==> src/rtl/round_robin_scheduler_pkg.sv <==
// Shared constants for the output-queue scheduler.
// Mode encodings and index-width helpers.
package round_robin_scheduler_pkg;

   localparam logic [1:0] MODE_RR       = 2'd0;
   localparam logic [1:0] MODE_WEIGHTED = 2'd1;
   localparam logic [1:0] MODE_TABLE    = 2'd2;
   localparam logic [1:0] MODE_PRIO     = 2'd3;

   localparam int unsigned DEF_MAX_WEIGHT = 64;

   // Index width that stays >= 1 for single-entry counts.
   function automatic int unsigned idx_w(input int unsigned n);
      return (n > 1) ? $clog2(n) : 1;
   endfunction

endpackage

==> src/rtl/rr_next_nonempty.sv <==
// Circular first-one search starting at (and including) start.
// Lowest circular offset from start wins.
module rr_next_nonempty
   import round_robin_scheduler_pkg::*;
#(
   parameter  int unsigned N  = 4,
   localparam int unsigned IW = idx_w(N)
) (
   input  logic [N-1:0]  req,
   input  logic [IW-1:0] start,
   output logic          found,
   output logic [IW-1:0] idx
);

   logic [IW:0] cand;

   // Walk offsets from farthest to nearest so the nearest hit is kept.
   always_comb begin
      found = 1'b0;
      idx   = start;
      cand  = '0;
      for (int k = N - 1; k >= 0; k--) begin
         cand = {1'b0, start} + (IW+1)'(k);
         if (cand >= (IW+1)'(N)) cand = cand - (IW+1)'(N);
         if (req[cand[IW-1:0]]) begin
            found = 1'b1;
            idx   = cand[IW-1:0];
         end
      end
   end

endmodule

==> src/rtl/round_robin_scheduler.sv <==
// Multi-mode output-queue scheduler: plain RR, weighted burst,
// table-driven and strict priority, with registered grants.
module round_robin_scheduler
   import round_robin_scheduler_pkg::*;
#(
   parameter  int unsigned QUEUE_QUANTITY = 4,
   parameter  int unsigned MAX_WEIGHT     = DEF_MAX_WEIGHT,
   parameter  int unsigned WEIGHT_BITS    = $clog2(MAX_WEIGHT),
   parameter  int unsigned TABLE_SIZE     = 8,
   localparam int unsigned QW             = idx_w(QUEUE_QUANTITY),
   localparam int unsigned TW             = idx_w(TABLE_SIZE)
) (
   input  logic                              clk,
   input  logic                              rst,
   input  logic                              enb,
   input  logic [1:0]                        mode,
   input  logic [QUEUE_QUANTITY*WEIGHT_BITS-1:0] pesos,
   input  logic [TABLE_SIZE*WEIGHT_BITS-1:0] pesosArbitraje,
   input  logic [TABLE_SIZE*QW-1:0]          selecciones,
   input  logic [QUEUE_QUANTITY-1:0]         buf_empty,
   input  logic                              dst_ready,
   output logic [QW-1:0]                     selector,
   output logic                              selector_enb
);

   logic [1:0]               mode_q, mode_d;
   logic [QW-1:0]            ptr_q, ptr_d, ptr_inc;
   logic [WEIGHT_BITS:0]     cnt_q, cnt_d;
   logic [TW-1:0]            tidx_q, tidx_d, tidx_inc;
   logic [QW-1:0]            sel_d;
   logic                     en_d;

   logic [QUEUE_QUANTITY-1:0] nonempty, eligible, srch_req;
   logic                      srch_found;
   logic [QW-1:0]             srch_idx;
   logic [WEIGHT_BITS-1:0]    w_ptr, tab_b;
   logic [QW-1:0]             tab_s;
   logic                      tab_ne;
   logic [QW-1:0]             prio_idx;

   assign nonempty = ~buf_empty;
   assign ptr_inc  = (ptr_q == QW'(QUEUE_QUANTITY - 1)) ? '0 : ptr_q + QW'(1);
   assign tidx_inc = (tidx_q == TW'(TABLE_SIZE - 1)) ? '0 : tidx_q + TW'(1);
   assign w_ptr    = pesos[ptr_q*WEIGHT_BITS +: WEIGHT_BITS];
   assign tab_s    = selecciones[tidx_q*QW +: QW];
   assign tab_b    = pesosArbitraje[tidx_q*WEIGHT_BITS +: WEIGHT_BITS];
   assign srch_req = (mode_q == MODE_WEIGHTED) ? eligible : nonempty;

   // Queues that may start a new weighted burst (non-empty, weight set).
   always_comb begin
      eligible = '0;
      for (int q = 0; q < QUEUE_QUANTITY; q++)
         eligible[q] = nonempty[q] &&
                       (pesos[q*WEIGHT_BITS +: WEIGHT_BITS] != '0);
   end

   // Table entry readiness; out-of-range queue indices count as empty.
   always_comb begin
      tab_ne = 1'b0;
      if ({1'b0, tab_s} < (QW+1)'(QUEUE_QUANTITY))
         tab_ne = nonempty[tab_s];
   end

   // Lowest-index non-empty queue for strict priority.
   always_comb begin
      prio_idx = '0;
      for (int q = QUEUE_QUANTITY - 1; q >= 0; q--)
         if (nonempty[q]) prio_idx = QW'(q);
   end

   rr_next_nonempty #(
      .N     (QUEUE_QUANTITY)
   ) u_search (
      .req   (srch_req),
      .start (ptr_inc),
      .found (srch_found),
      .idx   (srch_idx)
   );

   // Next-grant decision for the active mode.
   always_comb begin
      mode_d = mode_q;
      ptr_d  = ptr_q;
      cnt_d  = cnt_q;
      tidx_d = tidx_q;
      sel_d  = selector;
      en_d   = 1'b0;
      if (enb && dst_ready) begin
         if (mode != mode_q) begin
            mode_d = mode;
            cnt_d  = '0;
            tidx_d = '0;
         end else begin
            unique case (mode_q)
               MODE_RR: begin
                  if (srch_found) begin
                     en_d  = 1'b1;
                     sel_d = srch_idx;
                     ptr_d = srch_idx;
                  end
               end
               MODE_WEIGHTED: begin
                  if (nonempty[ptr_q] && (w_ptr != '0) &&
                      (cnt_q < {1'b0, w_ptr})) begin
                     en_d  = 1'b1;
                     sel_d = ptr_q;
                     cnt_d = cnt_q + (WEIGHT_BITS+1)'(1);
                  end else if (srch_found) begin
                     en_d  = 1'b1;
                     sel_d = srch_idx;
                     ptr_d = srch_idx;
                     cnt_d = (WEIGHT_BITS+1)'(1);
                  end else begin
                     cnt_d = '0;
                  end
               end
               MODE_TABLE: begin
                  if (&buf_empty) begin
                     cnt_d = '0;
                  end else if (tab_ne && (tab_b != '0) &&
                               (cnt_q < {1'b0, tab_b})) begin
                     en_d  = 1'b1;
                     sel_d = tab_s;
                     cnt_d = cnt_q + (WEIGHT_BITS+1)'(1);
                  end else begin
                     tidx_d = tidx_inc;
                     cnt_d  = '0;
                  end
               end
               MODE_PRIO: begin
                  if (|nonempty) begin
                     en_d  = 1'b1;
                     sel_d = prio_idx;
                  end
               end
            endcase
         end
      end
   end

   // Scheduler state and registered grant outputs.
   always_ff @(posedge clk or negedge rst) begin
      if (!rst) begin
         mode_q       <= MODE_RR;
         ptr_q        <= QW'(QUEUE_QUANTITY - 1);
         cnt_q        <= '0;
         tidx_q       <= '0;
         selector     <= '0;
         selector_enb <= 1'b0;
      end else begin
         mode_q       <= mode_d;
         ptr_q        <= ptr_d;
         cnt_q        <= cnt_d;
         tidx_q       <= tidx_d;
         selector     <= sel_d;
         selector_enb <= en_d;
      end
   end

endmodule

==> config.mk <==
export PLATFORM = sky130hd
export DESIGN_NAME = round_robin_scheduler
export DESIGN_NICKNAME = d
export VERILOG_FILES = /design/src/rtl/round_robin_scheduler_pkg.sv /design/src/rtl/rr_next_nonempty.sv /design/src/rtl/round_robin_scheduler.sv
export SDC_FILE = /design/constraint.sdc
export NUM_CORES = 1
export LEC_CHECK = 0
export BUFFER_PORTS_ARGS = -buffer_cell sky130_fd_sc_hd__buf_4
export CAP_MARGIN = 20
export CORE_MARGIN = 2
export CORE_UTILIZATION = 40
export CTS_BUF_LIST = sky130_fd_sc_hd__clkbuf_8
export DETAILED_ROUTE_END_ITERATION = 12
export PLACE_DENSITY = 0.73
export SKIP_LAST_GASP = 1
export SLEW_MARGIN = 20
export SYNTH_ARGS = -nofsm -noshare
export SYNTH_HDL_FRONTEND = slang
export SYNTH_SLANG_ARGS = --single-unit
==> constraint.sdc <==
create_clock -name clk -period 3.8 [get_ports clk]
set_clock_uncertainty 0.1 [all_clocks]
set_input_delay 0.76 -clock clk [delete_from_list [all_inputs] [get_ports clk]]
set_output_delay 0.76 -clock clk [all_outputs]
set_load 0.01 [all_outputs]
==> After elaboration in Yosys (flattened, before gate mapping) <==
Cells that the tools add are included.
{ "word_totals": {"latchBits": 0, "output_inout_bits": 3, "romBits": 0, "elab_cells": 131, "n_memories": 0, "ram_bits": 0, "register_bits": 17} }
{ "classes": {"shift": 3, "bitwise": 2, "n_lt_le_gt_ge": 12, "reduce_logical": 26, "n_mux": 58, "n_div": 0, "addsub": 10, "eq_ne": 12, "multipliers": 2} }
{ "op_table": {"columns": ["op", "n"], "rows": [
  ["48-bit by 7-bit indexed part select with 6-bit output", 1],
  ["2-bit 2-to-1 mux", 20],
  ["6-bit nonzero test", 6],
  ["7-bit 2-to-1 mux", 4],
  ["24-bit by 6-bit indexed part select with 6-bit output", 1],
  ["2-bit by 3-bit < comparator with 1-bit output (second input constant)", 6],
  ["1-bit 2-to-1 mux", 18],
  ["16-bit by 5-bit indexed part select with 2-bit output", 1],
  ["3-bit 2-to-1 mux", 5],
  ["7-bit by 6-bit < comparator with 1-bit output", 2],
  ["7-bit one-hot mux with 2 select lines", 1],
  ["1-bit binary-select mux with 2-bit select", 6],
  ["2-bit inequality test (second input constant)", 6],
  ["4-bit AND reduction", 3],
  ["3-bit greater-or-equal comparator (second input constant)", 3],
  ["1-bit logical AND", 9],
  ["2-bit one-hot mux with 4 select lines", 1],
  ["2-bit by 1-bit subtractor with 2-bit output (second input constant)", 4],
  ["7-bit by 1-bit adder with 7-bit output (second input constant)", 1],
  ["2-bit by 2-bit adder with 3-bit output (second input constant)", 2],
  ["2-bit == test (second input constant)", 3],
  ["3-bit by 2-bit multiplier with 5-bit output (second input constant)", 1],
  ["5-bit AND reduction", 1],
  ["2-bit by 2-bit multiplier with 4-bit output (second input constant)", 1],
  ["17 further kinds", 19]
]} }

==> Longest topological paths before layout <==
Gate-level depths: netlist of the first run.
{ "depth": {"ltp_word": 16, "depth_mapped": 11, "depth_no_buf": 10} }

==> By module <==
From an unflattened synthesis of the first run, not the netlist that was laid out.
{ "unflattened": {"hier_cells": 215, "area_unflattened_um2": 2204.6} }
{ "by_module_without_submodules": {"columns": ["mod", "n_inst", "seq_area_each_um2", "cells_per_inst", "area_each_um2"], "rows": [
  ["round_robin_scheduler", 1, 427.9, 199, 2104.5],
  ["rr_next_nonempty", 1, 0.0, 16, 100.1]
]} }

==> Worst setup path before layout of the first run <==
Ideal clock, no wire load.
{ "synth_timing": {"path_kind": "input to register", "from": "in pesosArbitraje[46]", "to": "reg cnt_q[2]", "setup_time_ps": 66, "path_stages": 10, "n_path_buf": 0, "slack_ps": 55, "arrival_time_ps": 3579, "path_cell_list": "mux4_2 > mux2i_1 > ha_1 > a21o_1 > a211o_1 > or4_1 > o221a_2 > o41a_1 > nor4b_1 > a211o_1"} }
{ "synth_between": {"elab_chain_cells": 8, "elab_cells_between_ends": 9} }
{ "synth_rtl": {"columns": ["item", "line_no", "text"], "rows": [
  ["start, declared", "round_robin_scheduler.sv:18", "input logic [TABLE_SIZE*WEIGHT_BITS-1:0] pesosArbitraje,"],
  ["48-bit by 7-bit indexed part select with 6-bit output *", "round_robin_scheduler.sv:46", "assign tab_b = pesosArbitraje[tidx_q*WEIGHT_BITS +: WEIGHT_BITS];"],
  ["branches (longest 2 deep; another with 7-bit by 6-bit < comparator with 1-bit output)", null, null],
  ["1-bit logical AND *", "round_robin_scheduler.sv:120", "end else if (tab_ne && (tab_b != '0) &&"],
  ["7-bit 2-to-1 mux *", "round_robin_scheduler.sv:120", null],
  ["7-bit 2-to-1 mux *", "round_robin_scheduler.sv:118", "if (&buf_empty) begin"],
  ["7-bit one-hot mux with 2 select lines *", "round_robin_scheduler.sv:94", "unique case (mode_q)"],
  ["7-bit 2-to-1 mux *", "round_robin_scheduler.sv:89", "if (mode != mode_q) begin"],
  ["end signal, assigned", "round_robin_scheduler.sv:153", "cnt_q <= cnt_d;"],
  ["end, declared", "round_robin_scheduler.sv:28", "logic [WEIGHT_BITS:0] cnt_q, cnt_d;"]
]} }
Mark *: on every way between the ends.
A chain may end at the register's enable or synchronous reset.

==> Worst setup path in the final report of the first run <==
{ "layout_timing": {"from": "in pesosArbitraje[34]", "to": "reg cnt_q[2]"} }
Same word-level chain as after synthesis.

==> results of run 1 <==
==> worst paths after layout <==
path / start / endpoint / slack (ns) / depth (start not counted)
min in group clk: selector[0]$_DFFE_PN0P_ / selector[0]$_DFFE_PN0P_ / 0.46 / 2
worst max register to register: tidx_q[1]$_DFFE_PN0P_ / cnt_q[2]$_DFFE_PN0P_ / 0.22 / 10
worst min register to register: selector[0]$_DFFE_PN0P_ / selector[0]$_DFFE_PN0P_ / 0.46 / 2
max in group asynchronous: rst / ptr_q[0]$_DFFE_PN1P_ / 3.08 / 1
worst min-delay path: rst / cnt_q[3]$_DFFE_PN0P_ / 0.26 / 1
worst max-delay path: pesosArbitraje[34] / cnt_q[2]$_DFFE_PN0P_ / 0.11 / 11
==> state kept, by name, indices dropped and copies added, names as in the netlist <==
signal and cells:
cnt_q 7, mode_q 2, tidx_q 3, ptr_q 2, selector 2, selector_enb 1
==> where the power goes <==
group          leakage, nW  internal (mW)  switching, mW
Clock               0.0269         0.0718         0.0615
Sequential           0.222          0.228         0.0803
Combinational         1.20          0.542          0.447
Total                 1.45          0.842          0.589
==> layout by cell type (no fill, tap or decap), types with 3 or more instances in the layout <==
master,instances
a211oi_1,4
nand4_1,3
mux2i_1,10
a21oi_1,5
nand3_1,5
inv_1,15
o211ai_1,3
a31oi_1,5
nand2_1,18
a22o_1,4
o21ai_0,7
mux4_2,23
mux2_2,3
dfrtp_1,15
nor4_1,6
buf_4,108
nand4b_1,3
nor2_1,24
or2_2,3
a21o_1,3
ha_1,14
clkbuf_8,3
==> cell families (layout without fill, tap and decap cells) <==
logic type	count (synthesis)	in the layout	synth area share
AOI/OAI and AO/OA	52	52	0.1748
xor gates and xnor gates	3	3	0.01192
adders and majority gates	14	14	0.07946
buffers and inverters	24	126	0.05335
DFF	17	17	0.1941
muxes	38	38	0.3104
and+or+nand+nor	77	77	0.1759
==> routing by layer <==
metal	up-vias	global-route usage	routed length [um]
met5	-	0	0
met4	0	0.04737	93
met3	12	0.04253	194
met2	38	0.3862	3449
met1	1119	0.2795	2755
li1	1110	-	-
==> final cells by class <==
type | instances | area, um^2
Fill cell | 474 | 2295
Multi-Input combinational cell | 184 | 1684
Timing Repair Buffer | 108 | 810.8
Sequential cell | 17 | 427.9
Tap cell | 72 | 90.09
Inverter | 14 | 52.55
Clock buffer | 3 | 41.29
Clock inverter | 1 | 3.754
==> metrics by stage <==
step                TNS [ns]  setup slack [ns]  instances  power, mW
global placement      -1.383           -0.1943        395      1.261
detailed placement    -1.985           -0.2847        395      1.287
CTS                        0           0.01234        399      1.430
global route               0           0.01179        399      1.555
floorplan                  0           0.05458        225      1.027
finish                     0            0.1051        399      1.431
==> timing repair <==
action / in CTS / in global routing
setup endpoints to repair: 1 / 11
hold buffers: 0 / 0
resized for setup: 1 / 3
pin swaps: 0 / 3
==> flow_metrics.tcl, run 1 <==
set metrics [dict create \
    antenna_found_initial 0 \
    clockBufferDepth 2 \
    post_cts_buffers 0 \
    finalMaxSlewViolations 0 \
    drive_gt1_frac 0.4557 \
    grt_first_pass_wirelength_um 10770 \
    path_clk_slew_ns 0.07 \
    yosys_register_bits 17 \
    p_per_area_nw_per_um2 460.1 \
    fin_crit_sh 0.9723 \
    synth_top_cell_by_area "mux4_2" \
    hold_viol 0 \
    drtIter0Drc 84 \
    p_leak_nw 1.445 \
    grt_max_degree 18 \
    h-tree-depth 1 \
    dp_hpwl_um 5476 \
    via_per_inst 5.712 \
    die_h_um 78.24 \
    maxCapViolations 0 \
    start_util 0.4079 \
    slew-limit-headroom 0.3553 \
    synth-seq-area-share 0.1941 \
    vias 2279 \
    first_pass_iters 4 \
    cts.sinks 17 \
    syn2layout_area_growth_pct 41.09 \
    die_x_um 78.24 \
    ios 101 \
    crit_fanout 6 \
    critPathMostFrequentCell "a211o_1" \
    clock.fmax_ghz 0.2706 \
    startpoint_type "primary input" \
    cp_data_arrival_time_ns 3.79 \
    worst-slew-pin-transition_ns 0.9520 \
    worstPathCellList "buf_4, mux4_2, mux2i_4, ha_1, a21o_1, a211o_1, or4_1, o221a_2, o41a_1, nor4b_2, a211o_1" \
    synth_edf_count 0 \
    synth_cells 225 \
    end_kind "flop" \
    wl_um 6492 \
    cpMaxStageDelayCell "mux4_2" \
    io_buffers 100 \
    grt_usage 0.2191 \
    row_count 27 \
    yosysMostFrequentCell "nor2_1" \
    critPathTopFamily "compound AO/OA/AOI/OAI gates" \
    netlist_top_cells_count "24 x nor2_1, 23 x mux4_2, 18 x nand2_1" \
    cts_buffers 3 \
    grt_overflow 0 \
    status "finished, final reports clean" \
    slowest_delay_ns 0.48 \
    ys.warnings.count 0 \
    synthTopCellsByArea "mux4_2 23%, dfrtp_1 17%, ha_1 7.9%" \
    critical_path_buf_inv_count 1 \
    syn_avg_cell_area_um2 9.798 \
    synth_area_um2 2205 \
    place_area_um2 3040 \
    fin_util 0.5755 \
    synth_top_cell_area_share 0.2350 \
    final_antenna_net_count 0 \
    nNetsFinal 440 \
    cts_tree "done" \
    syn-num-nets 337 \
    hp-class "in -> async" \
    antennaDiodeCount 0 \
    grt_pass1_vias 2341 \
    cp_data_required_time_ns 3.90 \
    design_area_um2 3110 \
    irDropWorstVdd_uv 366.3 \
    cts_root_buf "clkbuf_8" \
    drc 0 \
    die-area_um2 6122 \
    holdWs_ns 0.2571 \
    rsz0062_at_grt "false" \
    gp_congestion 0.8797 \
    async_flop_share 1.000 \
    path_class "in -> reg" \
    synth_ff_type "dfrtp_1" \
    wl_per_cell_um 16.27 \
    ys_types 54 \
    clk_latency_ns 0.25 \
    setup_viol 0 \
    core_area_um2 5405 \
    finalCriticalPeriod_ns 3.695 \
]
No activity file was read; power rests on OpenSTA's default activity.
==> run 2: changes to the inputs <==
Settings changed: PLACE_DENSITY 0.73 to 0.81.
==> run 2 against run 1 <==
  * Non-clock buffer count grew 1
  * Via count shrank 1.2%
  * Sequential power hardly changed
  * Clock-buffer cell count stayed put
  * Core utilization up 0.95 points
  * Register-to-register slack worse by 0.09 ns
  * Design area up 1.6%
  * Critical endpoint unchanged
==> flow_metrics.tcl, run 2 (synthesis results as in run 1) <==
set metrics [dict create \
    cp_data_required_time_ns 3.89 \
    placed_cells 394 \
    via_per_inst 5.628 \
    final_cells 400 \
    path_clk_slew_ns 0.07 \
    status "finished, final reports clean" \
    antenna_found_initial 0 \
    holdWs_ns 0.2656 \
    clock.fmax_ghz 0.2672 \
    path_class "in -> reg" \
    ios 101 \
    clk_latency_ns 0.25 \
    rsz0062_at_grt "true" \
    worst-r2r-cell-count 10 \
    end_kind "flop" \
    core_area_um2 5405 \
    gp_congestion 0.8505 \
    grt_max_degree 18 \
    slowest_delay_ns 0.49 \
    start_util 0.4079 \
    top_register "cnt_q" \
    dp_hpwl_um 5358 \
    die_h_um 78.24 \
    crit_fanout 6 \
    critPathMostFrequentCell "a211o_1" \
    row_count 27 \
    grt_first_pass_wirelength_um 10670 \
    final_antenna_net_count 0 \
    wl_per_cell_um 15.95 \
    hp-class "in -> async" \
    fin_util 0.5850 \
    worst-slew-pin-transition_ns 1.002 \
    finalCriticalPeriod_ns 3.743 \
    drive_gt1_frac 0.4634 \
    die_x_um 78.24 \
    cts.sinks 17 \
    die-area_um2 6122 \
    grt_pass1_vias 2363 \
    grt_overflow 0 \
    finalPower_mw 1.430 \
    slew-limit-headroom 0.3216 \
    finalSetupTns_ns 0 \
    grt_usage 0.2128 \
    cpMaxStageDelayCell "o41a_1" \
    cp_data_arrival_time_ns 3.83 \
    layout_commonest_cell "buf_4" \
    io_buffers 100 \
    cts_tree "done" \
    nNetsFinal 441 \
    drc 0 \
    worstPathCellList "buf_4, mux4_2, mux2i_1, ha_1, a211o_1, or4_4, o221a_4, o41a_1, nor4b_2, a211o_1" \
    hold_viol 0 \
    irDropWorstVdd_uv 287.6 \
    finalMaxSlewViolations 0 \
    antennaDiodeCount 0 \
    fin_crit_sh 0.9849 \
    drtIter0Drc 107 \
    cts_root_buf "clkbuf_8" \
    vias 2251 \
    p_leak_nw 1.471 \
    syn2layout_area_growth_pct 43.42 \
    maxCapViolations 0 \
    startpoint_type "primary input" \
    hold_buffers 0 \
    first_pass_iters 4 \
    clockBufferDepth 2 \
    cts_buffers 3 \
    largest_reg_flops 7 \
    wl_um 6378 \
    reg_top3 "cnt_q x7, tidx_q x3" \
    setup_viol 0 \
    h-tree-depth 1 \
    p_per_area_nw_per_um2 452.4 \
    final_cell_mix "100 x buf_4, 23 x mux4_2, 23 x nor2_1" \
]
[run 2: through the flow]
stage	cell area (um^2)	worst slack (ns)
6_report	3162	0.05740
5_1_grt	3162	-0.03723
4_1_cts	3082	0.04787
3_5_place_dp	3033	-0.2812
3_3_place_gp	3033	-0.1857
2_1_floorplan	2205	0.05458
[run 2: path summary, 6_finish.rpt]
check / from / to / slack, ns
worst max-delay path: pesosArbitraje[23] / cnt_q[2]$_DFFE_PN0P_ / 0.06
worst min-delay path: rst / tidx_q[1]$_DFFE_PN0P_ / 0.27
worst max register to register: tidx_q[1]$_DFFE_PN0P_ / cnt_q[2]$_DFFE_PN0P_ / 0.13
worst min register to register: selector[1]$_DFFE_PN0P_ / selector[1]$_DFFE_PN0P_ / 0.44
max in group asynchronous: rst / ptr_q[1]$_DFFE_PN1P_ / 3.07
min in group clk: selector[1]$_DFFE_PN0P_ / selector[1]$_DFFE_PN0P_ / 0.44
[run 2: area by class of cell]
cell class                      instances  area (um^2)
Multi-Input combinational cell        184         1690
Inverter                               14        52.55
Clock inverter                          1        3.754
Timing Repair Buffer                  109        855.8
Fill cell                             443         2243
Sequential cell                        17        427.9
Clock buffer                            3        41.29
Tap cell                               72        90.09
[run 2: timing repair]
| item | 4_1_cts | 5_1_grt |
|---|---|---|
| endpoints found under the setup margin | 1 | 10 |
| resized for setup | 1 | 16 |
| buffers inserted | 0 | 2 |
| pin swaps | 1 | 7 |
[run 2: critical path, delay by kind of cell]
family,cells,cell delay (ns)
AO/OA/AOI/OAI,4,1.18
adder cells (fa/ha/maj),1,0.31
multiplexers,2,0.75
AND/OR/NAND/NOR,2,0.72
buffers and inverters,1,0.10
[run 2: metal layers]
metal | wire, um | GRT usage | vias to the layer above
met5 | 0 | 0 | -
met4 | 66 | 0.04912 | 0
met3 | 177 | 0.03333 | 8
met2 | 3477 | 0.3759 | 34
met1 | 2656 | 0.2745 | 1106
li1 | - | - | 1103
[run 2: power by group]
part | internal (mW) | switching, mW | leakage, nW
Combinational | 0.551 | 0.440 | 1.22
Clock | 0.0717 | 0.0607 | 0.0269
Sequential | 0.228 | 0.0786 | 0.222
==> run 3: changes to the inputs <==
Settings changed: REMOVE_ABC_BUFFERS from default to 1.
==> run 3 against run 2 <==
  * Global-route usage is 1.3 points lower
  * Die area is the same
  * Sequential power rose by 2%
  * Non-clock buffer count decreased by 2
  * Critical endpoint unchanged
  * First-iteration DRC count shrank 6.5%
==> flow_metrics.tcl, run 3 (synthesis results as in run 1) <==
set metrics [dict create \
    dp_slack_ns -0.3002 \
    nNetsFinal 439 \
    placed_cells 392 \
    path_clk_slew_ns 0.07 \
    cp_data_required_time_ns 3.90 \
    cts_root_buf "clkbuf_8" \
    final_cells 398 \
    top_register "cnt_q" \
    core_area_um2 5405 \
    hold_buffers 0 \
    drc 0 \
    clock.fmax_ghz 0.2636 \
    die-area_um2 6122 \
    fin_crit_sh 0.9984 \
    irDropWorstVdd_uv 279.9 \
    finalMaxSlewViolations 0 \
    holdWs_ns 0.2545 \
    antennaDiodeCount 0 \
    rsz0062_at_grt "true" \
    largest_reg_flops 7 \
    end_kind "flop" \
    die_h_um 78.24 \
    vias 2283 \
    setup_slack_ns 0.006243 \
    final_antenna_net_count 0 \
    first_pass_iters 6 \
    reg_top3 "cnt_q x7, tidx_q x3" \
    dp_hpwl_um 5266 \
    finalCriticalPeriod_ns 3.794 \
    p_per_area_nw_per_um2 459.9 \
    path_class "in -> reg" \
    via_per_inst 5.736 \
    die_x_um 78.24 \
    setup_viol 0 \
    hold_viol 0 \
    ios 101 \
    crit_fanout 6 \
    layout_commonest_cell "buf_4" \
    grt_max_degree 18 \
    gp_congestion 0.7919 \
    h-tree-depth 1 \
    grt_usage 0.2000 \
    cts_buffers 3 \
    start_util 0.4079 \
    grt_overflow 0 \
    row_count 27 \
    drtIter0Drc 100 \
    status "finished, final reports clean" \
    antenna_found_initial 0 \
    io_buffers 100 \
    cp_data_arrival_time_ns 3.89 \
    grt_first_pass_wirelength_um 10070 \
    wl_per_cell_um 16.07 \
    p_leak_nw 1.439 \
    startpoint_type "primary input" \
    clk_latency_ns 0.26 \
    slew-limit-headroom 0.3558 \
    maxCapViolations 0 \
    clockBufferDepth 2 \
    final_cell_mix "106 x buf_4, 24 x nor2_1, 23 x mux4_2" \
    grt_pass1_vias 2370 \
    hp-class "in -> async" \
    worst-slew-pin-transition_ns 0.9513 \
    cts_tree "done" \
    cts.sinks 17 \
    wl_um 6394 \
    syn2layout_area_growth_pct 40.52 \
    drive_gt1_frac 0.4540 \
]
==> run 3: cell type report <==
| cell class | instances | area (um^2) |
|---|---|---|
| fill | 477 | 2307 |
| tap | 72 | 90.09 |
| clock buffer | 3 | 41.29 |
| sequential | 17 | 427.9 |
| timing repair buffer | 107 | 807.0 |
| inverter | 14 | 52.55 |
| multi-input combinational | 184 | 1675 |
| clock inverter | 1 | 3.754 |
==> run 3: path summary, 6_finish.rpt <==
path / from / depth (start not counted) / slack [ns] / end
worst max-delay path: pesosArbitraje[40] / 11 / 0.006 / cnt_q[2]$_DFFE_PN0P_
worst min-delay path: rst / 1 / 0.25 / cnt_q[3]$_DFFE_PN0P_
worst max register to register: tidx_q[1]$_DFFE_PN0P_ / 10 / 0.09 / cnt_q[2]$_DFFE_PN0P_
worst min register to register: selector[1]$_DFFE_PN0P_ / 2 / 0.45 / selector[1]$_DFFE_PN0P_
max in group asynchronous: rst / 1 / 3.08 / ptr_q[1]$_DFFE_PN1P_
min in group clk: selector[1]$_DFFE_PN0P_ / 2 / 0.45 / selector[1]$_DFFE_PN0P_
==> run 3: per-layer routing <==
layer | share of wire | GRT usage | vias up
li1 | - | - | 1102
met2 | 0.57 | 0.3836 | 59
met3 | 0.042 | 0.04023 | 0
met5 | 0 | 0 | -
met4 | 0 | 0.02807 | 0
met1 | 0.39 | 0.2335 | 1122
==> run 3: critical path, cell delays in order <==
cell     delay (ns)
buf_4          0.10
mux4_2         0.47
mux2i_2        0.22
ha_1           0.29
a21o_1         0.18
a211o_1        0.29
or4_1          0.41
o221a_2        0.26
o41a_1         0.49
nor4b_2        0.30
a211o_1        0.12
==> run 3: report_power, final <==
part | switching [mW] | leakage, nW | internal (mW) | total, mW
Sequential | 0.0835 | 0.222 | 0.228 | 0.312
Combinational | 0.438 | 1.19 | 0.540 | 0.978
Clock | 0.0626 | 0.0269 | 0.0718 | 0.134
Total | 0.584 | 1.44 | 0.840 | 1.42
==> run 3: stage by stage <==
step                      total power [mW]  setup TNS (ns)    util  area, um^2
final                                1.425               0  0.5731        3098
after global routing                 1.537         -0.4608  0.5731        3098
after CTS                            1.399               0  0.5674        3067
after detailed placement             1.256          -2.611  0.5583        3018
after global placement               1.229          -1.254  0.5583        3018
after floorplan                     0.9737         -0.6419       -        2140
==> run 3: what timing repair did <==
item,CTS,global route
resized for setup,1,3
endpoints found under the setup margin,1,9
buffers inserted,0,2
pin swaps,1,6
